===== src/rtl/io_input_conditioner_pkg.sv =====
// Shared widths, bit positions and default timing for the IO input conditioner.
package io_defs;

  localparam int IO_SW_W    = 10;
  localparam int IO_KEY_W   = 4;
  localparam int IO_IN_W    = 14;
  localparam int IO_SW_LSB  = 0;
  localparam int IO_KEY_LSB = 10;

  localparam int IO_TICK_DIV_DEF       = 1000;
  localparam int IO_DEBOUNCE_TICKS_DEF = 16;

  // Counter only has to reach DEBOUNCE_TICKS-1; keep at least one bit.
  function automatic int cnt_width(input int ticks);
    return (ticks <= 2) ? 1 : $clog2(ticks);
  endfunction

endpackage


===== src/rtl/io_input_conditioner_debounce_bit.sv =====
// One input bit: 2-flop synchronizer followed by a tick-qualified debounce counter.
module debounce_bit
  import io_defs::*;
#(
  parameter logic RESET_VAL      = 1'b0,
  parameter int   DEBOUNCE_TICKS = IO_DEBOUNCE_TICKS_DEF,
  parameter int   CNT_W          = cnt_width(IO_DEBOUNCE_TICKS_DEF)
) (
  input  logic clock,
  input  logic reset,
  input  logic tick,
  input  logic pin,
  output logic stable
);

  localparam logic [CNT_W-1:0] CNT_LAST = CNT_W'(DEBOUNCE_TICKS - 1);

  logic             sync1;
  logic             sync2;
  logic [CNT_W-1:0] cnt;

  always_ff @(posedge clock) begin
    if (reset) begin
      sync1  <= RESET_VAL;
      sync2  <= RESET_VAL;
      stable <= RESET_VAL;
      cnt    <= '0;
    end else begin
      sync1 <= pin;
      sync2 <= sync1;
      // Any return to the stable level restarts qualification.
      if (sync2 == stable) begin
        cnt <= '0;
      end else if (tick) begin
        if (cnt == CNT_LAST) begin
          stable <= sync2;
          cnt    <= '0;
        end else begin
          cnt <= cnt + 1'b1;
        end
      end
    end
  end

endmodule


===== src/rtl/io_input_conditioner.sv =====
// Debounces slide switches and push keys for the memory-mapped IO read path.
// Optional IO_KEY_TOGGLE_EN: key bits of io_input_bus become per-key toggle registers.
module io_input_conditioner
  import io_defs::*;
#(
  parameter int TICK_DIV       = IO_TICK_DIV_DEF,
  parameter int DEBOUNCE_TICKS = IO_DEBOUNCE_TICKS_DEF
) (
  input  logic                clock,
  input  logic                reset,
  input  logic [IO_SW_W-1:0]  sw_in,
  input  logic [IO_KEY_W-1:0] key_n_in,
  output logic [IO_IN_W-1:0]  io_input_bus,
  output logic [IO_KEY_W-1:0] key_event
);

  localparam int CNT_W = cnt_width(DEBOUNCE_TICKS);

  logic [15:0]         presc;
  logic                tick;
  logic [IO_SW_W-1:0]  sw_lvl;
  logic [IO_KEY_W-1:0] key_raw;
  logic [IO_KEY_W-1:0] key_lvl;
  logic [IO_KEY_W-1:0] key_prev;
  logic [IO_KEY_W-1:0] key_field;

  assign tick = (presc == 16'(TICK_DIV - 1));

  always_ff @(posedge clock) begin
    if (reset) begin
      presc <= '0;
    end else if (tick) begin
      presc <= '0;
    end else begin
      presc <= presc + 16'd1;
    end
  end

  for (genvar i = 0; i < IO_SW_W; i++) begin : g_sw
    debounce_bit #(
      .RESET_VAL      (1'b0),
      .DEBOUNCE_TICKS (DEBOUNCE_TICKS),
      .CNT_W          (CNT_W)
    ) u_db (
      .clock  (clock),
      .reset  (reset),
      .tick   (tick),
      .pin    (sw_in[i]),
      .stable (sw_lvl[i])
    );
  end

  // Keys are debounced in raw polarity (reset = released = 1) and inverted afterwards.
  for (genvar i = 0; i < IO_KEY_W; i++) begin : g_key
    debounce_bit #(
      .RESET_VAL      (1'b1),
      .DEBOUNCE_TICKS (DEBOUNCE_TICKS),
      .CNT_W          (CNT_W)
    ) u_db (
      .clock  (clock),
      .reset  (reset),
      .tick   (tick),
      .pin    (key_n_in[i]),
      .stable (key_raw[i])
    );
  end

  assign key_lvl = ~key_raw;

  always_ff @(posedge clock) begin
    if (reset) begin
      key_prev <= '0;
    end else begin
      key_prev <= key_lvl;
    end
  end

  assign key_event = key_lvl & ~key_prev;

`ifdef IO_KEY_TOGGLE_EN
  logic [IO_KEY_W-1:0] key_tog;

  always_ff @(posedge clock) begin
    if (reset) begin
      key_tog <= '0;
    end else begin
      key_tog <= key_tog ^ key_event;
    end
  end

  assign key_field = key_tog;
`else
  assign key_field = key_lvl;
`endif

  assign io_input_bus[IO_SW_LSB +: IO_SW_W]   = sw_lvl;
  assign io_input_bus[IO_KEY_LSB +: IO_KEY_W] = key_field;

endmodule


===== config.mk =====
export PLATFORM = sky130hd
export DESIGN_NAME = io_input_conditioner
export DESIGN_NICKNAME = d
export VERILOG_FILES = /design/src/rtl/io_input_conditioner_pkg.sv /design/src/rtl/io_input_conditioner_debounce_bit.sv /design/src/rtl/io_input_conditioner.sv
export SDC_FILE = /design/constraint.sdc
export NUM_CORES = 1
export LEC_CHECK = 0
export ABC_AREA = 1
export BUFFER_PORTS_ARGS = -buffer_cell sky130_fd_sc_hd__buf_2
export CAP_MARGIN = 20
export CORE_ASPECT_RATIO = 1.2
export CORE_MARGIN = 4
export CORE_UTILIZATION = 60
export CTS_CLUSTER_DIAMETER = 120
export DETAILED_ROUTE_END_ITERATION = 12
export GPL_TIMING_DRIVEN = 0
export PLACE_DENSITY = 0.89
export REMOVE_ABC_BUFFERS = 1
export SKIP_LAST_GASP = 1
export SLEW_MARGIN = 20
export SYNTH_ARGS = -nofsm -noshare
export SYNTH_HDL_FRONTEND = slang
export SYNTH_SLANG_ARGS = --single-unit

===== constraint.sdc =====
create_clock -name clock -period 2 [get_ports clock]
set_input_delay 0 -clock clock [delete_from_list [all_inputs] [get_ports clock]]
set_output_delay 0 -clock clock [all_outputs]
set_load 0.02 [all_outputs]

==> results.toml, run 1 <==
[yosys]
synth-seq-cells = 118
muxShareOfSynthArea_pct = 0
async_flop_share_pct = 0
synthSimpleGateAreaFrac_pct = 31.0
seq_area_frac_synth_pct = 43.8
synth_top_cell_by_area = "dfxtp_1"
synthAdderAreaFrac_pct = 3.48
ys_types = 27
netlist_instances = 748
synth-edff-count = 0
syn_area_per_cell_um2 = 7.21
yosys_most_used_dff = "dfxtp_1"
synthesis.area_um2 = 5390
synth_top_family_by_area = "simple AND/OR/NAND/NOR gates"
ys_warn_count = 0
synthTopCellsByArea = "dfxtp_1 (44%), nand2_1 (13%), a21oi_1 (6.6%), nor2_1 (6.5%), inv_1 (5.7%)"
yosysTopAreaCellShare_pct = 43.8
synthXorXnorAreaFrac_pct = 3.09
synth_compound_area_share_pct = 8.91

[worst_setup_path]
cp_data_arrival_time_ns = 2.25
crit_path_start_kind = "flop"
worstPathRequired_ns = 2.39
critPathKind = "flop to flop"
end_kind = "flop"
crit_fanout = 6

[hold_path]
hold_path_class = "input pin to flop"

[die]
die_w_um = 94.5
start_util_pct = 62.3
die_area_um2 = 10600
core-area_um2 = 8660
rows = 37
die_h_um = 112
ios = 34

[placed_design]
pre_cts_slack_ns = -0.403
port_buffers = 33
placedCellCount = 867
hpwl_um = 7000
routabilityCongestion = 0.811

[timing]
period_share_pct = 92.8
rsz0062_at_grt = "false"
slew_violations = 0
hold_violations = 0
fin_tns_setup_ns = 0
clock.fmax_mhz = 539
tightest_slew_ns = 0.944
fin_ws_ns = 0.144
slew_headroom_pct = 37.1
fin_crit_ns = 1.86
fin_worst_skew_ns = 0.00882
setup_viol = 0

[final_layout]
syn2layout_area_growth_pct = 19.0
fin_util_pct = 74.1
fill_cells = 608
final_layout_size_suffix_gt1_share_pct = 12.6
diodes = 0
nNetsFinal = 821
fin_cells = 920

[power]
p_leak_nw = 2.63
ir_worst_vdd_mv = 0.776
netSwitchingFraction_pct = 19.6
power_switching_mw = 1.16
power.density_nw_per_um2 = 926
p_seq_share_pct = 40.4
share_comb_of_total_power_pct = 2.0
p_int_mw = 4.78
p_clk_share_pct = 57.6

[global_route]
grt_max_degree = 52
grt_pass1_vias = 4930
grt_first_pass_wirelength_um = 21100
track_usage_pct = 24.8
grt_overflow = 0
antenna_found_initial = 0

[clock_tree]
clockBufferDepth = 2
cts_sinks = 118
clockRootBuffer = "clkbuf_8"
clkLatencyLatePin_ns = 0.53
clkSlewWorstSetupHoldPaths_ns = 0.06
cts_made_buffers = 17
cts-htree-levels = 4
cts_tree = "built"

[run_status]
status = "complete, no violations"

[detailed_routing]
ant_nets = 0
routed_wl_um = 12200
drtIter0Drc = 265
route.vias.total = 4916
wl_per_cell_um = 13.3
drc = 0
drtPass1Iterations = 6
routed_via_density = 5.34

[job]
cap_violations = 0
kinds of logic after synthesis:
family                     after synthesis
AOI/OAI and AO/OA                       96
buffers and inverters                  119
and+or+nand+nor                        381
DFF                                    118
xor gates and xnor gates                19
adders and majority gates               15
per-layer routing:
metal  GRT usage [%]  vias to the layer above  part of all wire [%]
met2            44.8                      128                    53
met5               0                        -                     0
met4            11.5                        0                   2.0
li1                -                     2465                     -
met1            26.3                     2289                    39
met3            6.76                       34                   5.2
metrics by stage:
stage	power, mW	area (um2)	hold WS (ns)
after floorplan	2.50	5200	0.0667
after CTS	5.96	6410	0.0913
after detailed placement	2.55	5510	0.187
final	5.94	6420	0.0938
after global placement	2.54	5510	0.181
after global routing	6.10	6420	0.142
registers in the layout, summed over array words and instances (netlist names), 10 cells and up:
name              flops
g_key.u_db.cnt       16
g_sw.u_db.cnt        40
g_sw.u_db.stable     10
g_sw.u_db.sync1      10
g_sw.u_db.sync2      10
presc                16
worst max-delay path, stage by stage (launching register included):
cell and delay, ns:
dfxtp_1 0.36, ha_1 0.27, nand2_1 0.09, nor2_1 0.15
nand2_2 0.21, nor2_4 0.27, buf_12 0.16, nand2_1 0.06
nand2_1 0.08, nand3_1 0.07
synth_stat cells (5+ instances only):
library cell / n
inv_1: 82
nand3_1: 37
nor2_1: 94
xor2_1: 15
nand4_1: 30
o21ai_1: 14
buf_4: 11
clkbuf_1: 8
dfxtp_1: 118
a21oi_1: 71
or2_2: 16
nand3b_1: 7
o21ai_0: 11
buf_2: 9
ha_1: 15
nand2_1: 185
inv_2: 5
timing repair:
| item | CTS | global route |
|---|---|---|
| hold buffers | 14 | 0 |
| endpoints found under the setup margin | 73 | 39 |
| pin swaps | 3 | 0 |
| endpoints found under the hold margin | 14 | 0 |
| buffers inserted | 4 | 0 |
| gates cloned | 3 | 0 |
| resized for setup | 5 | 3 |
worst paths after layout:
check | startpoint | end | slack, ns | cells past startpoint
worst min register to register | g_sw[3].u_db.sync1 | g_sw[3].u_db.sync2 | 0.40 | 2
worst max-delay path | presc[0] | g_key[3].u_db.stable | 0.14 | 9
worst min-delay path | reset | key_prev[0] | 0.09 | 2
worst max register to register | presc[0] | g_key[3].u_db.stable | 0.14 | 9
area by class of cell:
| class | count | area [um2] | share of cell area, % |
|---|---|---|---|
| flip-flops and latches | 118 | 2360 | 36.8 |
| inverters | 88 | 340 | 5.30 |
| well taps | 117 | 146 | 2.28 |
| clock inverters | 12 | 223 | 3.47 |
| multi-input cells | 514 | 2550 | 39.8 |
| clock buffers | 20 | 445 | 6.94 |
| repair buffers | 51 | 348 | 5.42 |
layout by cell type (no fill, tap or decap):
| cell | netlist | routed |
|---|---|---|
| clkbuf_16 | 0 | 16 |
| xor2_1 | 15 | 15 |
| or2_2 | 16 | 16 |
| inv_8 | 0 | 1 |
| nand4_1 | 30 | 30 |
| bufinv_16 | 0 | 6 |
| clkbuf_1 | 8 | 1 |
| inv_2 | 5 | 4 |
| buf_12 | 0 | 1 |
| nor2_4 | 2 | 5 |
| a21oi_1 | 71 | 71 |
| nor3_1 | 4 | 4 |
| dfxtp_1 | 118 | 118 |
| nand3b_1 | 7 | 7 |
| dlygate4sd3_1 | 0 | 14 |
| o21ai_0 | 11 | 11 |
| buf_4 | 11 | 3 |
| nand3_1 | 37 | 37 |
| nand2_2 | 1 | 2 |
| nand2_1 | 185 | 184 |
| clkinv_2 | 1 | 2 |
| inv_1 | 82 | 82 |
| clkinvlp_4 | 0 | 2 |
| clkbuf_8 | 0 | 3 |
| nor2_2 | 2 | 2 |
| nor2_8 | 1 | 1 |
| ha_1 | 15 | 15 |
| buf_2 | 9 | 33 |
| o21ai_1 | 14 | 14 |
| xnor2_1 | 4 | 4 |
| nor2_1 | 94 | 94 |
| inv_4 | 0 | 1 |
| clkinv_4 | 0 | 1 |
| inv_6 | 0 | 1 |
| nand2_8 | 0 | 1 |
| and3_1 | 1 | 1 |
power groups by stage:
stage	clock (mW)	combinational, mW	sequential (mW)
6_report	3.42	0.121	2.40
5_1_grt	3.55	0.141	2.40
4_1_cts	3.45	0.120	2.40
3_5_place_dp	0	0.0984	2.45
3_3_place_gp	0	0.0936	2.45
2_1_floorplan	0	0.0558	2.44
No activity file was read; power rests on OpenSTA's default activity.
==> run 2, diff against run 1 <==
--- a/config.mk
+++ b/config.mk
@@ -15,6 +15,7 @@
 export DETAILED_ROUTE_END_ITERATION = 12
 export GPL_TIMING_DRIVEN = 0
 export PLACE_DENSITY = 0.89
+export RECOVER_POWER = 25
 export REMOVE_ABC_BUFFERS = 1
 export SKIP_LAST_GASP = 1
 export SLEW_MARGIN = 20
==> results.toml, run 2 (synthesized netlist as in run 1, its figures left out) <==
[power]
p_clk_share_pct = 57.6
share_comb_of_total_power_pct = 2.0
p_seq_share_pct = 40.4
p_int_mw = 4.78
power_switching_mw = 1.16
power.density_nw_per_um2 = 926
p_leak_nw = 2.62
ir_worst_vdd_mv = 0.776
netSwitchingFraction_pct = 19.6

[detailed_routing]
route.vias.total = 4937
drtIter0Drc = 264
routed_via_density = 5.37
routed_wl_um = 12200
drtPass1Iterations = 5
ant_nets = 0
drc = 0
wl_per_cell_um = 13.2

[global_route]
grt_first_pass_wirelength_um = 21100
grt_overflow = 0
grt_pass1_vias = 4930
track_usage_pct = 24.8
antenna_found_initial = 0
grt_max_degree = 52

[run_status]
status = "complete, no violations"

[worst_setup_path]
end_kind = "flop"
r2r_slack_ns = 0.14
worstPathRequired_ns = 2.39
crit_path_start_kind = "flop"
cp_data_arrival_time_ns = 2.25
r2r_cells = 9
critPathKind = "flop to flop"
r2r_end = "g_key[3].u_db.stable"
r2r_start = "presc[0]"
crit_fanout = 6

[timing]
fin_ws_ns = 0.144
setup_viol = 0
rsz0062_at_grt = "false"
slew_violations = 0
holdWs_ns = 0.0939
tightest_slew_ns = 0.940
clock.fmax_mhz = 539
fin_worst_skew_ns = 0.00853
hold_violations = 0
fin_crit_ns = 1.86
fin_tns_setup_ns = 0
period_share_pct = 92.8
slew_headroom_pct = 37.3

[clock_tree]
cts_sinks = 118
cts-htree-levels = 4
cts_made_buffers = 17
cts_tree = "built"
clockRootBuffer = "clkbuf_8"
clkSlewWorstSetupHoldPaths_ns = 0.06
clockBufferDepth = 2
clkLatencyLatePin_ns = 0.53

[die]
start_util_pct = 62.3
die_area_um2 = 10600
die_w_um = 94.5
rows = 37
core-area_um2 = 8660
ios = 34
die_h_um = 112

[final_layout]
diodes = 0
syn2layout_area_growth_pct = 19.0
top_regs = "g_sw.u_db.cnt: 40 flops, g_key.u_db.cnt: 16 flops, presc: 16 flops"
final_common_cell = "nand2_1"
final_layout_size_suffix_gt1_share_pct = 12.3
fin_cells = 920
final_cell_mix = "nand2_1 (184), dfxtp_1 (118), nor2_1 (94), inv_1 (82), a21oi_1 (71)"
regMostFlops = "g_sw.u_db.cnt"
largest_register_ffs = 40
nNetsFinal = 821
final_area_um2 = 6410

[hold_path]
holdPathEnd = "key_prev[0]"
hold_path_class = "input pin to flop"
hp-start = "reset"
hold_depth = 2

[placed_design]
hpwl_um = 7000
pre_cts_slack_ns = -0.403
routabilityCongestion = 0.811
placedCellCount = 867
port_buffers = 33
place_area_um2 = 5510

[job]
cap_violations = 0
-- run 2: critical path: stages (launching register included) --
cell and delay (ns):
dfxtp_1 0.36, ha_1 0.27, nand2_1 0.09, nor2_1 0.15
nand2_2 0.20, nor2_4 0.27, buf_12 0.16, nand2_1 0.06
nand2_1 0.08, nand3_1 0.07
-- run 2: cell type report --
class	count	area, um2
fillers	609	2240
well taps	117	146
clock buffers	20	445
repair buffers	51	345
flip-flops and latches	118	2360
clock inverters	12	223
inverters	88	340
multi-input cells	514	2550
-- run 2: how the worst max path moves through the flow --
stage	end	slack (ns)	from	depth (start not counted)
after CTS	presc[2]	-0.008	presc[0]	8
after global routing	g_sw[4].u_db.cnt[2]	0.02	presc[8]	8
final	g_key[3].u_db.stable	0.14	presc[0]	9
after detailed placement	g_key[2].u_db.cnt[3]	-0.40	presc[0]	7
after floorplan	g_sw[3].u_db.cnt[1]	0.22	presc[0]	7
after global placement	g_sw[8].u_db.cnt[2]	-0.26	presc[0]	7
-- run 2: per-layer routing --
metal,vias to the layer above,global-route usage (%),routed length [um]
met2,135,44.8,6530
met4,0,11.5,263
met3,38,6.76,619
met5,-,0,0
met1,2303,26.3,4770
li1,2461,-,-
-- run 2: power groups by stage --
stage               clock network, mW  registers (mW)  logic, mW
floorplan                           0            2.44     0.0558
global placement                    0            2.45     0.0936
detailed placement                  0            2.45     0.0984
CTS                              3.45            2.40      0.120
global route                     3.55            2.40      0.141
finish                           3.42            2.40      0.121
-- run 2: metrics by stage --
| stage | power, mW | util (%) |
|---|---|---|
| 3_5_place_dp | 2.55 | 63.7 |
| 5_1_grt | 6.10 | 74.1 |
| 6_report | 5.94 | 74.1 |
| 4_1_cts | 5.96 | 74.0 |
| 3_3_place_gp | 2.54 | 63.7 |
| 2_1_floorplan | 2.50 | - |
-- run 2: what timing repair did --
| action | 4_1_cts | 5_1_grt |
|---|---|---|
| endpoints found under the setup margin | 73 | 39 |
| buffers inserted | 4 | 0 |
| endpoints found under the hold margin | 14 | 0 |
| pin swaps | 3 | 0 |
| resized for setup | 5 | 3 |
| gates cloned | 3 | 0 |
| hold buffers | 14 | 0 |
